--- config.mk ---
export PLATFORM = sky130hd
export DESIGN_NAME = key_click_decode
export DESIGN_NICKNAME = d
export VERILOG_FILES = /design/src/rtl/key_pkg.sv /design/src/rtl/gap_timer.sv /design/src/rtl/key_click_decode.sv
export SDC_FILE = /design/constraint.sdc
export NUM_CORES = 1
export LEC_CHECK = 0
export CORE_ASPECT_RATIO = 2
export CORE_MARGIN = 5
export CORE_UTILIZATION = 30
export CTS_CLUSTER_SIZE = 10
export DETAILED_ROUTE_END_ITERATION = 8
export GPL_TIMING_DRIVEN = 0
export PLACE_DENSITY = 0.48
export SYNTH_ARGS = -nofsm -noshare
export SYNTH_HDL_FRONTEND = slang
export SYNTH_SLANG_ARGS = --single-unit
--- constraint.sdc ---
create_clock -name clk -period 3.4 [get_ports clk]
set_input_delay 0.85 -clock clk [delete_from_list [all_inputs] [get_ports clk]]
set_output_delay 0.85 -clock clk [all_outputs]
set_load 0.005 [all_outputs]
--- src/rtl/key_pkg.sv ---
`default_nettype none
// ============================================================================
// Module   : key_pkg
// Purpose  : Shared types and constants for the key debounce / click decode path.
// Revision : 1.0 - initial release
// ============================================================================
package key_pkg;

    typedef enum logic {
        IDLE = 1'b0,
        WAIT = 1'b1
    } state_t;

    localparam int c_gap_time_default = 9000;
    // Short window used by the benches so whole click sequences fit in a few cycles.
    localparam int c_gap_time_sim     = 8;

endpackage : key_pkg
`default_nettype wire

--- src/rtl/gap_timer.sv ---
`default_nettype none
// ============================================================================
// Module   : gap_timer
// Purpose  : Clearable up-counter timing the inter-click window, flags last cycle.
// Revision : 1.0 - initial release
// ============================================================================
module gap_timer #(
    parameter int GAP_TIME = 9000
) (
    input  logic clk,
    input  logic rst,
    input  logic clr,
    input  logic en,
    output logic tc
);

    localparam int                   c_cnt_w = (GAP_TIME > 2) ? $clog2(GAP_TIME) : 1;
    localparam logic [c_cnt_w-1:0]   c_last  = c_cnt_w'(GAP_TIME - 1);

    logic [c_cnt_w-1:0] r_count;

    // Clear has priority so the count never steps past the terminal value.
    always_ff @(posedge clk or posedge rst) begin
        if (rst) begin
            r_count <= '0;
        end else if (clr) begin
            r_count <= '0;
        end else if (en) begin
            r_count <= r_count + 1'b1;
        end
    end

    assign tc = (r_count == c_last);

endmodule : gap_timer
`default_nettype wire

--- src/rtl/key_click_decode.sv ---
`default_nettype none
// ============================================================================
// Module   : key_click_decode
// Purpose  : Classifies debounced press pulses into single / double click events.
// Revision : 1.0 - initial release
// ============================================================================
module key_click_decode
    import key_pkg::*;
#(
    parameter int GAP_TIME = c_gap_time_default,
    parameter int CNT_W    = 8
) (
    input  logic             clk,
    input  logic             rst,
    input  logic             key_pulse,
    output logic             single_click,
    output logic             double_click,
    output logic             busy,
    output logic [CNT_W-1:0] click_cnt
);

    state_t             r_state;
    logic               r_single;
    logic               r_double;
    logic [CNT_W-1:0]   r_click_cnt;
    logic               w_tc;
    logic               w_in_wait;
    logic               w_clr;

    assign w_in_wait = (r_state == WAIT);
    // Restart the window from zero on entry and whenever it closes.
    assign w_clr     = !w_in_wait || key_pulse || w_tc;

    gap_timer #(
        .GAP_TIME (GAP_TIME)
    ) u_gap_timer (
        .clk (clk),
        .rst (rst),
        .clr (w_clr),
        .en  (w_in_wait),
        .tc  (w_tc)
    );

    always_ff @(posedge clk or posedge rst) begin
        if (rst) begin
            r_state     <= IDLE;
            r_single    <= 1'b0;
            r_double    <= 1'b0;
            r_click_cnt <= '0;
        end else begin
            r_single <= 1'b0;
            r_double <= 1'b0;
            if (key_pulse) begin
                r_click_cnt <= r_click_cnt + 1'b1;
            end
            case (r_state)
                IDLE: begin
                    if (key_pulse) begin
                        r_state <= WAIT;
                    end
                end
                WAIT: begin
                    // A press on the terminal cycle still counts as a double click.
                    if (key_pulse) begin
                        r_double <= 1'b1;
                        r_state  <= IDLE;
                    end else if (w_tc) begin
                        r_single <= 1'b1;
                        r_state  <= IDLE;
                    end
                end
                default: r_state <= IDLE;
            endcase
        end
    end

    assign single_click = r_single;
    assign double_click = r_double;
    assign busy         = w_in_wait;
    assign click_cnt    = r_click_cnt;

endmodule : key_click_decode
`default_nettype wire

After elaboration in Yosys (flattened, before gate mapping)
Index checks and enable logic that the tools add are counted.

operators by class
  bitwise logic cells = 1
  add/sub/neg operators = 2
  equal/unequal tests = 1
  multiplexer cells = 10
  reduce and logical (&&, ||, !) cells = 4

operators with widths
  kind                   count
  $mux 14                2
  $add 14x1->14 const B  1
  $eq 14x14->1 const B   1
  $add 8x1->8 const B    1
  $mux 1                 7
  $logic_or 1x1->1       2
  $pmux 1 s2             1
  $reduce_bool 2->1      1
  $logic_not 1->1        1
  $not 1->1              1

storage, ports and cells
  input port bits = 3
  bits in registers = 25

Logic depth before layout (Yosys ltp)
  word-level depth = 4
  mapped depth = 6
  depth with buffers taken out = 5

Modules after synthesis
Synthesis repeated with hierarchy kept, for this count alone.

unflattened totals
  cell total of the unflattened synthesis = 116
  area total of the unflattened synthesis = 1213.7 sq um

by module, submodules not included
  module            instances  area an instance (sq um)  cells an instance
  gap_timer         1          753.2                     79
  key_click_decode  1          460.4                     37

Worst setup path after synthesis
OpenSTA, ideal clock, no wires.

  path type = input port to flip-flop
  start = input key_pulse
  end = register r_click_cnt[7], in the netlist click_cnt[7]
  required time = 3.277 ns
  setup time = 0.123 ns
  path buffers = 1
  arrival = 1.517 ns
  cell stages on the path = 5
  path slack = 1.761 ns
  path through = buf_2 -> nand4_1 -> nor2_1 -> nand3_1 -> xnor2_1

RTL lines
  item                  line                    source
  from (decl)           key_click_decode.sv:15  input logic key_pulse,
  to (signal assigned)  key_click_decode.sv:54  r_click_cnt <= r_click_cnt + 1'b1;
  to (decl)             key_click_decode.sv:25  logic [CNT_W-1:0] r_click_cnt;

Worst setup path after layout
  start = register r_click_cnt[0], in the netlist click_cnt[0]
  end = output click_cnt[0]

RTL lines
  item       line                    source
  to (decl)  key_click_decode.sv:19  output logic [CNT_W-1:0] click_cnt

No word-level cell between the ends.

==> results by group <==
Global route
  • Initial antenna violation count: 0
  • GRT Residual Overflow: 0
  • Vias in the first global route: 839
  • First-pass GRT wire length: 3753 um
  • GRT Util Overall: 9.794%
  • Pin count of the biggest net entering global routing: 26

CTS
  • CTS H-tree lvls: 1
  • Number of CTS-inserted buffers: 3
  • CTS tree: built
  • Later-pin clock latency in the skew report: 260 ps
  • CTS root buf: clkbuf_8
  • Clock-pin slew on the worst setup and hold paths: 80 ps
  • Post-CTS Repair Setup Buffers: 0
  • Clk sinks: 25
  • CTS resizes: 0
  • Hold buffers post-CTS: 0
  • Clock Tree Buf Depth: 2

Placement
  • Worst slack, placed: 1321 ps
  • Port Buffers: 12
  • GPL Wtd Cong: 0.8034
  • Hpwl dp: 1684 um

Cells and area
  • Filler cell count: 358
  • Nets: 126
  • N_diodes: 0
  • Commonest cells after routing, fill and taps aside: 25 x dfrtp_1, 18 x nor2_1, 13 x xnor2_1
  • Final core utilization: 37.36%
  • Layout cell share with drive strength beyond 1: 7.563%
  • Commonest non-fill, non-tap cell in the layout: dfrtp_1
  • Area grow syn2layout: 20.20%

Timing
  • Fmax: 482.9 MHz
  • Fin Setup TNS: 0 ps
  • RSZ-0062 raised after global routing: false
  • Final Hold Fails: 0
  • Setup ws final: 1329 ps
  • Minimum hold slack: 471.2 ps
  • Final period utilization: 60.91%
  • Headroom to the max-slew limit: 38.09%
  • Worst Tran Pin Value: 927.7 ps
  • Worst Skew: 2.896 ps
  • Max-slew violations: 0
  • # setup viols final: 0
  • Post-route minimum period: 2071 ps

Logic synthesis
  • Synthesized area: 1121 um2
  • Mean area per synthesized cell: 10.88 um2
  • Post-synthesis sequential area ratio: 55.80%
  • Cells after Synth: 103
  • Synth cell types: 20
  • Synthesis-stage register bit count: 25
  • Yosys warns: 0
  • Mapped Nets: 109

Routing
  • DR vias/cell: 4.607
  • Post-route DRC violation count: 0
  • Remaining antenna violation count after routing: 0
  • Starting DRC count in detailed routing: 6
  • Total routed wirelength: 2157 um
  • Via count: 774
  • WL/cell: 12.84 um
  • First-pass iteration count of the detailed router: 3

Worst setup path
  • Req. time, crit path: 2550 ps
  • CP cell instances: clkdlybuf4s50_1
  • Worst setup SP type: flop
  • Crit path buffers/inverters: 1
  • Critical path's top delay family: buffers and inverters
  • Crit path kind: reg -> out
  • CP peak stage delay: 530 ps
  • Crit. End Element: primary output
  • CP max-delay cell: clkdlybuf4s50_1
  • Crit-path max FO: 4
  • Worst Path Arrival: 1220 ps

Floorplanning
  • Die area: 5134 um2
  • Core Rows: 31
  • Io pins: 14
  • Core area: 3607 um2
  • Die Ht: 96.45 um
  • Starting Density: 31.08%
  • DIE WIDTH: 53.23 um

Pwr
  • Power, Total: 741.6 uW
  • NetSw: 202.4 uW
  • Sw Share: 27.29%
  • Pint: 539.3 uW
  • LEAKAGE: 0.0005630 uW
  • Worst vdd ir: 0.0004281 V
  • Clk pwr share: 23.1%
  • Reg power frac: 53.1%
  • PwrDens: 550.4 nW/um2
  • Logic pwr share: 23.7%

Run
  • Max-cap viol count: 0

Outcome
  • Status: finished, final reports clean

Hold path
  • Hold Crit Class: reg -> reg
Yosys cell counts:
library cell  number  area [um2]
o21ai_0            1       5.000
nand2_1            6       22.52
inv_1              3       11.26
nor2_2             2       12.51
nand4_4            1       21.27
nand3_1            7       35.03
and4b_1            1       10.01
nor3b_1            1       7.510
mux2_2             1       11.26
nor4_1             3       18.77
and3_1             1       6.260
buf_2              2       10.01
and2_1             1       6.260
dfrtp_1           25       625.6
xnor2_1           13       113.9
nor2_1            18       67.56
nand4_1            5       31.28
xor2_1             6       52.55
ha_1               3       37.54
nor3_1             3       15.01
routing by layer:
metal	routed length, um	GRT usage [%]	share of wire, %
met3	46	1.690	2.1
met1	830	10.23	38
met5	0	0	0
met2	1257	18.75	58
met4	22	3.198	1.0
kinds of logic after synthesis:
| logic type | after synthesis | synth area share [%] |
|---|---|---|
| mux | 1 | 1.004 |
| compound gates | 1 | 0.4460 |
| fa+ha+maj | 3 | 3.349 |
| buf+inv | 5 | 1.897 |
| flops | 25 | 55.80 |
| xor+xnor | 19 | 14.84 |
| simple gates | 49 | 22.66 |
sequential cells by signal (all words and copies together), names as in the netlist:
signal,cells
busy,1
click_cnt,8
double_click,1
single_click,1
u_gap_timer.r_count,14
final timing paths:
kind / start / end / slack (ps) / cells past startpoint
min in group asynchronous: rst / click_cnt[7] / 1090 / 2
worst min register to register: click_cnt[7] / click_cnt[7] / 470 / 1
worst min-delay path: click_cnt[7] / click_cnt[7] / 470 / 1
worst max register to register: u_gap_timer.r_count[6] / u_gap_timer.r_count[8] / 1710 / 5
max in group asynchronous: rst / u_gap_timer.r_count[3] / 1740 / 2
worst max-delay path: click_cnt[0] / click_cnt[0] / 1330 / 1
power by group through the flow:
stage / Combinational [uW] / Clock (uW) / Sequential, uW
after detailed placement: 180 / 0 / 400
after global placement: 176 / 0 / 399
after CTS: 181 / 181 / 395
final: 176 / 172 / 394
after global routing: 194 / 195 / 403
after floorplan: 69.9 / 0 / 396
metrics by stage:
step	std cells	cell area (um2)
3_3_place_gp	164	1303
2_1_floorplan	103	1121
5_1_grt	168	1348
6_report	168	1348
4_1_cts	168	1348
3_5_place_dp	164	1303
cell type report:
cell class / instances / area, um2 / share of cell area, %
buffer: 2 / 10.01 / 0.7428
timing repair buffer: 12 / 120.1 / 8.914
inverter: 3 / 11.26 / 0.8357
clock buffer: 4 / 45.04 / 3.343
multi-input combinational: 73 / 474.2 / 35.19
tap: 49 / 61.31 / 4.550
sequential: 25 / 625.6 / 46.43
Power figures use the tool's default switching activity.
